<file path="src/rtl/run_det_ctrl_if.sv">
// Control, configuration, status and serial bit-stream signals of the run-of-ones detector.
// The controller connects through the slave modport; the driving side connects through master.
interface run_det_ctrl_if #(
  parameter int RUN_W = 4,
  parameter int CNT_W = 8
);
  logic             start;
  logic             abort;
  logic [RUN_W-1:0] cfg_run;
  logic [CNT_W-1:0] cfg_target;
  logic             in_valid;
  logic             in_bit;
  logic             in_ready;
  logic             busy;
  logic             det;
  logic [CNT_W-1:0] det_cnt;
  logic             done;
  logic             err;

  modport slave (
    input  start, abort, cfg_run, cfg_target, in_valid, in_bit,
    output in_ready, busy, det, det_cnt, done, err
  );

  modport master (
    output start, abort, cfg_run, cfg_target, in_valid, in_bit,
    input  in_ready, busy, det, det_cnt, done, err
  );
endinterface

</file>
<file path="src/rtl/run_det_ctrl.sv">
// Sequencing controller for a serial run-of-ones detector with a detection target count.
// Define RUN_DET_OVERLAP_EN for overlapping detection (run counter saturates after a hit).
module run_det_ctrl #(
  parameter int RUN_W = 4,
  parameter int CNT_W = 8
) (
  input  logic          clk,
  input  logic          rst,
  run_det_ctrl_if.slave bus
);

  typedef enum logic [1:0] {
    IDLE = 2'd0,
    RUN  = 2'd1,
    DONE = 2'd2
  } state_t;

  state_t           state_q, state_d;
  logic [RUN_W-1:0] run_cnt_q, run_cnt_d;
  logic [CNT_W-1:0] det_cnt_q, det_cnt_d;
  logic [RUN_W-1:0] cfg_run_q, cfg_run_d;
  logic [CNT_W-1:0] cfg_tgt_q, cfg_tgt_d;
  logic             det_q, det_d;
  logic             err_q, err_d;

  logic             cfg_ok;
  logic             accept;
  logic [RUN_W:0]   run_inc;
  logic [CNT_W-1:0] det_inc;
  logic             hit;
  logic [RUN_W-1:0] run_after_hit;

  assign cfg_ok  = (|bus.cfg_run) & (|bus.cfg_target);
  assign accept  = bus.in_valid & (state_q == RUN);
  assign run_inc = {1'b0, run_cnt_q} + {{RUN_W{1'b0}}, 1'b1};
  assign det_inc = det_cnt_q + {{(CNT_W-1){1'b0}}, 1'b1};

`ifdef RUN_DET_OVERLAP_EN
  // Counter sits at the run length after a hit, so each further 1 also hits.
  assign hit           = (run_inc >= {1'b0, cfg_run_q});
  assign run_after_hit = cfg_run_q;
`else
  assign hit           = (run_inc == {1'b0, cfg_run_q});
  assign run_after_hit = '0;
`endif

  always_comb begin
    state_d   = state_q;
    run_cnt_d = run_cnt_q;
    det_cnt_d = det_cnt_q;
    cfg_run_d = cfg_run_q;
    cfg_tgt_d = cfg_tgt_q;
    det_d     = 1'b0;
    err_d     = 1'b0;

    case (state_q)
      IDLE, DONE: begin
        if (bus.abort) begin
          if (state_q == DONE) begin
            state_d   = IDLE;
            run_cnt_d = '0;
          end
        end else if (bus.start) begin
          if (cfg_ok) begin
            cfg_run_d = bus.cfg_run;
            cfg_tgt_d = bus.cfg_target;
            run_cnt_d = '0;
            det_cnt_d = '0;
            state_d   = RUN;
          end else begin
            err_d   = 1'b1;
            state_d = IDLE;
          end
        end
      end

      RUN: begin
        if (bus.abort) begin
          state_d   = IDLE;
          run_cnt_d = '0;
        end else if (accept) begin
          if (!bus.in_bit) begin
            run_cnt_d = '0;
          end else if (hit) begin
            det_d     = 1'b1;
            det_cnt_d = det_inc;
            run_cnt_d = run_after_hit;
            if (det_inc == cfg_tgt_q) begin
              state_d = DONE;
            end
          end else begin
            run_cnt_d = run_inc[RUN_W-1:0];
          end
        end
      end

      default: begin
        state_d   = IDLE;
        run_cnt_d = '0;
      end
    endcase
  end

  always_ff @(posedge clk or negedge rst) begin
    if (!rst) begin
      state_q   <= IDLE;
      run_cnt_q <= '0;
      det_cnt_q <= '0;
      det_q     <= 1'b0;
      err_q     <= 1'b0;
    end else begin
      state_q   <= state_d;
      run_cnt_q <= run_cnt_d;
      det_cnt_q <= det_cnt_d;
      det_q     <= det_d;
      err_q     <= err_d;
    end
  end

  // Config is only meaningful after an accepted start, so it carries no reset.
  always_ff @(posedge clk) begin
    cfg_run_q <= cfg_run_d;
    cfg_tgt_q <= cfg_tgt_d;
  end

  assign bus.in_ready = (state_q == RUN);
  assign bus.busy     = (state_q == RUN);
  assign bus.done     = (state_q == DONE);
  assign bus.det      = det_q;
  assign bus.det_cnt  = det_cnt_q;
  assign bus.err      = err_q;

endmodule
</file>
<file path="src/flat_wrapper.sv">
// flat-port wrapper written by rule: the top's interface ports become plain ports
module run_det_ctrl_flat 
#(
  parameter int RUN_W = 4,
  parameter int CNT_W = 8
)
  (clk, rst, bus_start, bus_abort, bus_cfg_run, bus_cfg_target, bus_in_valid, bus_in_bit, bus_in_ready, bus_busy, bus_det, bus_det_cnt, bus_done, bus_err);
  run_det_ctrl_if #(.RUN_W(RUN_W), .CNT_W(CNT_W)) bus_i ();
  input  logic clk;
  input  logic rst;
  input wire logic [$bits(bus_i.start)-1:0] bus_start;
  input wire logic [$bits(bus_i.abort)-1:0] bus_abort;
  input wire logic [$bits(bus_i.cfg_run)-1:0] bus_cfg_run;
  input wire logic [$bits(bus_i.cfg_target)-1:0] bus_cfg_target;
  input wire logic [$bits(bus_i.in_valid)-1:0] bus_in_valid;
  input wire logic [$bits(bus_i.in_bit)-1:0] bus_in_bit;
  output wire logic [$bits(bus_i.in_ready)-1:0] bus_in_ready;
  output wire logic [$bits(bus_i.busy)-1:0] bus_busy;
  output wire logic [$bits(bus_i.det)-1:0] bus_det;
  output wire logic [$bits(bus_i.det_cnt)-1:0] bus_det_cnt;
  output wire logic [$bits(bus_i.done)-1:0] bus_done;
  output wire logic [$bits(bus_i.err)-1:0] bus_err;
  assign bus_i.start = bus_start;
  assign bus_i.abort = bus_abort;
  assign bus_i.cfg_run = bus_cfg_run;
  assign bus_i.cfg_target = bus_cfg_target;
  assign bus_i.in_valid = bus_in_valid;
  assign bus_i.in_bit = bus_in_bit;
  assign bus_in_ready = bus_i.in_ready;
  assign bus_busy = bus_i.busy;
  assign bus_det = bus_i.det;
  assign bus_det_cnt = bus_i.det_cnt;
  assign bus_done = bus_i.done;
  assign bus_err = bus_i.err;
  run_det_ctrl #(.RUN_W(RUN_W), .CNT_W(CNT_W)) u_core (.clk(clk), .rst(rst), .bus(bus_i));
endmodule
</file>
<file path="config.mk">
export PLATFORM = sky130hd
export DESIGN_NAME = run_det_ctrl_flat
export DESIGN_NICKNAME = d
export VERILOG_FILES = /design/src/rtl/run_det_ctrl_if.sv /design/src/rtl/run_det_ctrl.sv /design/src/flat_wrapper.sv
export SDC_FILE = /design/constraint.sdc
export NUM_CORES = 1
export LEC_CHECK = 0
export ABC_AREA = 1
export ABC_CLOCK_PERIOD_IN_PS = 2350
export CORE_MARGIN = 1
export CORE_UTILIZATION = 52
export DETAILED_ROUTE_END_ITERATION = 8
export MAX_ROUTING_LAYER = met4
export PLACE_DENSITY = 0.86
export SLEW_MARGIN = 0
export SYNTH_ARGS = -nofsm -noshare
export SYNTH_HDL_FRONTEND = slang
export SYNTH_SLANG_ARGS = --single-unit
</file>
<file path="constraint.sdc">
create_clock -name clk -period 2.35 [get_ports clk]
set_input_delay 0.47 -clock clk [delete_from_list [all_inputs] [get_ports clk]]
set_output_delay 0.47 -clock clk [all_outputs]
set_load 0.01 [all_outputs]
</file>
# [Word-level counts from Yosys, hierarchy flattened]
# Cells that the tools add are included.
[classes] n_addsub=2 multipliers=0 div=0 order_cmp=0 eq_ne=18 shifts=0 mux=36 bitwise_logic=3 n_reduce_logical=9
[op_table] operator="two-way mux 8 bit" n=7
[op_table] operator="two-way mux 4 bit" n=8
[op_table] operator="two-way mux 2 bit" n=8
[op_table] operator="one-hot mux 8 bit (2 select lines)" n=1
[op_table] operator="inequality test 3 x 2 -> 1 bit (second input constant)" n=4
[op_table] operator="two-way mux 1 bit" n=10
[op_table] operator="inequality test 3 bit (second input constant)" n=3
[op_table] operator="adder 8 x 1 -> 8 bit (second input constant)" n=1
[op_table] operator="equality test 8 bit" n=1
[op_table] operator="inequality test 2 bit (second input constant)" n=4
[op_table] operator="one-hot mux 4 bit (2 select lines)" n=1
[op_table] operator="AND reduction 4 bit" n=2
[op_table] operator="AND reduction 8 bit" n=1
[op_table] operator="OR reduction 8 bit" n=1
[op_table] operator="inequality test 2 x 1 -> 1 bit (second input constant)" n=3
[op_table] operator="AND reduction 6 bit" n=1
[op_table] operator="adder 4 x 1 -> 5 bit (second input constant)" n=1
[op_table] operator="equality test 5 x 4 -> 1 bit" n=1
[op_table] operator="one-hot mux 2 bit (2 select lines)" n=1
[op_table] operator="OR reduction 4 bit" n=1
[op_table] operator="AND 1 bit" n=2
[op_table] operator="equality test 2 x 1 -> 1 bit (second input constant)" n=1
[op_table] operator="equality test 2 bit (second input constant)" n=1
[op_table] operator="logical NOT 2 bit" n=1
[op_table] operator="3 further kinds" n=3
[word_totals] reg_bits=28 latch_bits=0 ram_bits=0 rom_bits=0 in_bits=18 output_inout_bits=13 word_cells=75 mem_count=0

# [Depth between registers and ports, before layout]
[depth] depth_word=8 depth_mapped=13 depth_no_buf=13

# [Least setup slack after synthesis]
# OpenSTA, ideal clock, no wires.
[synth_timing] path_type="reg2reg" start="reg u_core.run_cnt_q[0]" end="reg u_core.det_cnt_q[0] (netlist: u_core.bus.det_cnt[0])" setup_ns=0.117 arrival_ns=1.605 path_slack_ns=0.628 path_stages_with_launch=10 path_cell_list="dfrtp_1 > ha_1 > xnor2_1 > nand3_1 > nor2_1 > nand2_1 > o21ai_4 > nand2_4 > nand2_1 > nand2_1"
[synth_via] elab_chain_cells=4
[synth_lines] item="start: declaration" line="run_det_ctrl.sv:19" rtl="logic [RUN_W-1:0] run_cnt_q, run_cnt_d;"
[synth_lines] item="start signal: assignment" line="run_det_ctrl.sv:113" rtl="run_cnt_q <= run_cnt_d;"
[synth_lines] item="adder 4 x 1 -> 5 bit" line="run_det_ctrl.sv:35" rtl="assign run_inc = {1'b0, run_cnt_q} + {{RUN_W{1'b0}}, 1'b1};"
[synth_lines] item="equality test 5 x 4 -> 1 bit" line="run_det_ctrl.sv:43" rtl="assign hit = (run_inc == {1'b0, cfg_run_q});"
[synth_lines] item="inequality test 2 x 1 -> 1 bit (no line)"
[synth_lines] item="AND reduction 8 bit (no line)"
[synth_lines] item="end signal: assignment" line="run_det_ctrl.sv:114" rtl="det_cnt_q <= det_cnt_d;"
[synth_lines] item="end: declaration" line="run_det_ctrl.sv:20" rtl="logic [CNT_W-1:0] det_cnt_q, det_cnt_d;"
# No other way between the ends.
# A chain may end at the register's enable or synchronous reset.

# [Worst setup path after layout]
[layout_timing] start="reg u_core.state_q[0]" end="out bus_busy"
[layout_via] elab_chain_cells=1
[layout_lines] item="start: declaration" line="run_det_ctrl.sv:18" rtl="state_t state_q, state_d;"
[layout_lines] item="start signal: assignment" line="run_det_ctrl.sv:112" rtl="state_q <= state_d;"
[layout_lines] item="equality test 2 x 1 -> 1 bit" line="run_det_ctrl.sv:127" rtl="assign bus.busy = (state_q == RUN);"
[layout_lines] item="end: declaration" line="flat_wrapper.sv:18" rtl="output wire logic [$bits(bus_i.busy)-1:0] bus_busy;"
# No other way between the ends.

==> reports/qor.csv <==
metric,value,unit
gp_congestion,0.893,
finalSetupTns,0,ns
dp_hpwl,2.44,mm
path_max_fanout,5,
pwr-share-comb,33.0,%
min_path_type,input pin to asynchronous set/reset pin,
syn_nets,233,
grt_setup_unrepaired,false,
irDropWorstVdd,0.332,mV
timing.final.crit_share,90.6,%
fillers,258,
switching_share,34.6,%
synthFlopType,dfrtp_1,
fin_crit,2.13,ns
multiInputGateArea,753,µm²
portBuffers,30,
grtUsageTotal,20.2,%
clock.fmax,470,MHz
clk_pin_slew,0.14,ns
place_area,2000,µm²
layout-drive-gt1-share,6.94,%
overflow,0,
drv_cap,0,
synthCells,213,
synth.avg_cell_area,7.82,µm²
pwr-share-seq,49.9,%
yosysTopAreaCell,dfrtp_1,
antenna_found_initial,0,
clockPowerShare,17.1,%
first_iter_violations,61,
via_count,1427,
cts_setup_buffers,0,
final_area,2030,µm²
finClkSkew,0.00451,ns
synth_seq_cells,28,
p_sw,410,µW
synth_top_area_share,24.0,%
crit_required,1.88,ns
cts_resized,0,
synth_edf_count,12,
h-tree-depth,1,
cts_buffer_depth,2,
cts-buffers-inserted,3,
cts_root_buffer,clkbuf_4,
fp-row-count,20,
wire_per_inst,10.3,µm
wirelength,2.99,mm
finalMaxSlewViolations,0,
io_pins,31,
final_cell_mix,"58 x nand2_1, 30 x inv_1, 30 x clkdlybuf4s50_1, 28 x nand3_1, 26 x nor2_1",
grt_first_pass_wirelength,5.02,mm
grt_pass1_vias,1168,
drc,0,
core-area,3050,µm²
drtAntennaViolNets,0,
finalHoldViolations,0,
clock-sinks,28,
initial_core_util,54.6,%
synthesis.area,1670,µm²
area_growth,21.6,%
n_antenna_cell,0,
cts_tree,done,
die_h,58.6,µm
power.leakage,0.000929,µW
async_flop_share,57.1,%
seq_area,761,µm²
status,"finished, final reports clean",
worstSetupPathType,register to output port,
p_per_area,584,nW/µm²
worst_pin_slew,0.705,ns
internal_power,774,µW
end_kind,output port,
nets,266,
vias_per_cell,4.94,
grt_max_degree,17,
yosysWarnings,0,
slew_headroom,52.9,%
synth_area_leaders,"dfrtp_1 24%, edfxtp_1 22%, nand2_1 13%, nand3_1 8.4%, inv_1 6.8%",
clock_latency,0.33,ns
setup_viol,0,
yosysSeqAreaShare,45.6,%
ctsHoldBuffers,0,
die_w,58.6,µm
first_pass_iters,4,
layout_commonest_cell,nand2_1,
p_total,1180,µW
start_kind,register,
yosysUniqueCellTypes,30,
dieArea,3440,µm²
worstPathArrival,1.66,ns
## final timing paths
kind,startpoint,end,slack (ns),depth (start not counted)
max,u_core.state_q[0]$_DFFE_PN0P_,bus_busy,0.22,3
min,rst,u_core.bus.det$_DFF_PN0_,0.54,1
max reg2reg,u_core.run_cnt_q[0]$_DFFE_PN0P_,u_core.bus.det_cnt[0]$_DFFE_PN0P_,0.40,9
min reg2reg,u_core.bus.det_cnt[4]$_DFFE_PN0P_,u_core.bus.det_cnt[4]$_DFFE_PN0P_,0.55,2
max in group asynchronous,rst,u_core.bus.det_cnt[1]$_DFFE_PN0P_,1.37,1
min in group clk,u_core.bus.det_cnt[4]$_DFFE_PN0P_,u_core.bus.det_cnt[4]$_DFFE_PN0P_,0.55,2
## routing by layer
layer	GRT usage (%)	wire, µm	vias to the layer above
li1	-	-	754
met1	29.1	1500	612
met2	29.4	1270	56
met4	7.14	49	0
met3	2.64	169	5
met5	-	0	-
## cell families (layout without fill, tap and decap cells)
family,after synthesis,in the layout,synth area share (%)
DFF,28,28,45.6
AOI/OAI and AO/OA,14,14,6.68
xor gates and xnor gates,3,3,1.58
adders and majority gates,2,2,1.50
buffers and inverters,36,68,9.16
and+or+nand+nor,130,130,35.4
## Yosys cell counts (3+ instances only)
library cell and n:
nand2_1 58, nand3b_1 4, nor2_1 26, inv_2 3, a21oi_1 4, inv_1 30, nand3_1 28, nand4_1 5
edfxtp_1 12, dfrtp_1 16
## per-stage QoR
step | hold WS, ns | util [%] | setup WS (ns) | instances
3_5_place_dp | 0.517 | 65.5 | 0.163 | 285
3_3_place_gp | 0.515 | 65.5 | 0.257 | 285
2_1_floorplan | 0.174 | - | 0.628 | 213
5_1_grt | 0.569 | 66.4 | 0.136 | 289
4_1_cts | 0.549 | 66.4 | 0.226 | 289
6_report | 0.538 | 66.4 | 0.220 | 289
## sequential cells by signal, summed over array words and instances (netlist names)
name / cells
u_core.cfg_tgt_q: 8
u_core.cfg_run_q: 4
u_core.state_q: 2
u_core.bus.err: 1
u_core.bus.det_cnt: 8
u_core.bus.det: 1
u_core.run_cnt_q: 4
## layout make-up
type,instances,share of cell area [%]
clock buffers,3,1.11
clock inverters,1,0.185
inverters,33,6.11
multi-input cells,149,37.2
flip-flops and latches,28,37.5
well taps,44,2.72
repair buffers,31,15.2
## worst max-delay path, cell delays in order (launching register included)
cell and delay [ns]:
dfrtp_1 0.46, inv_2 0.12, nor2_4 0.18, clkdlybuf4s50_1 0.56
## power by group through the flow
stage	registers (µW)	logic, µW	clock network (µW)
3_5_place_dp	602	390	0
6_report	591	391	202
2_1_floorplan	599	281	0
3_3_place_gp	601	385	0
4_1_cts	592	391	202
5_1_grt	599	434	219
Note: power is estimated with default switching activity, not from simulation.
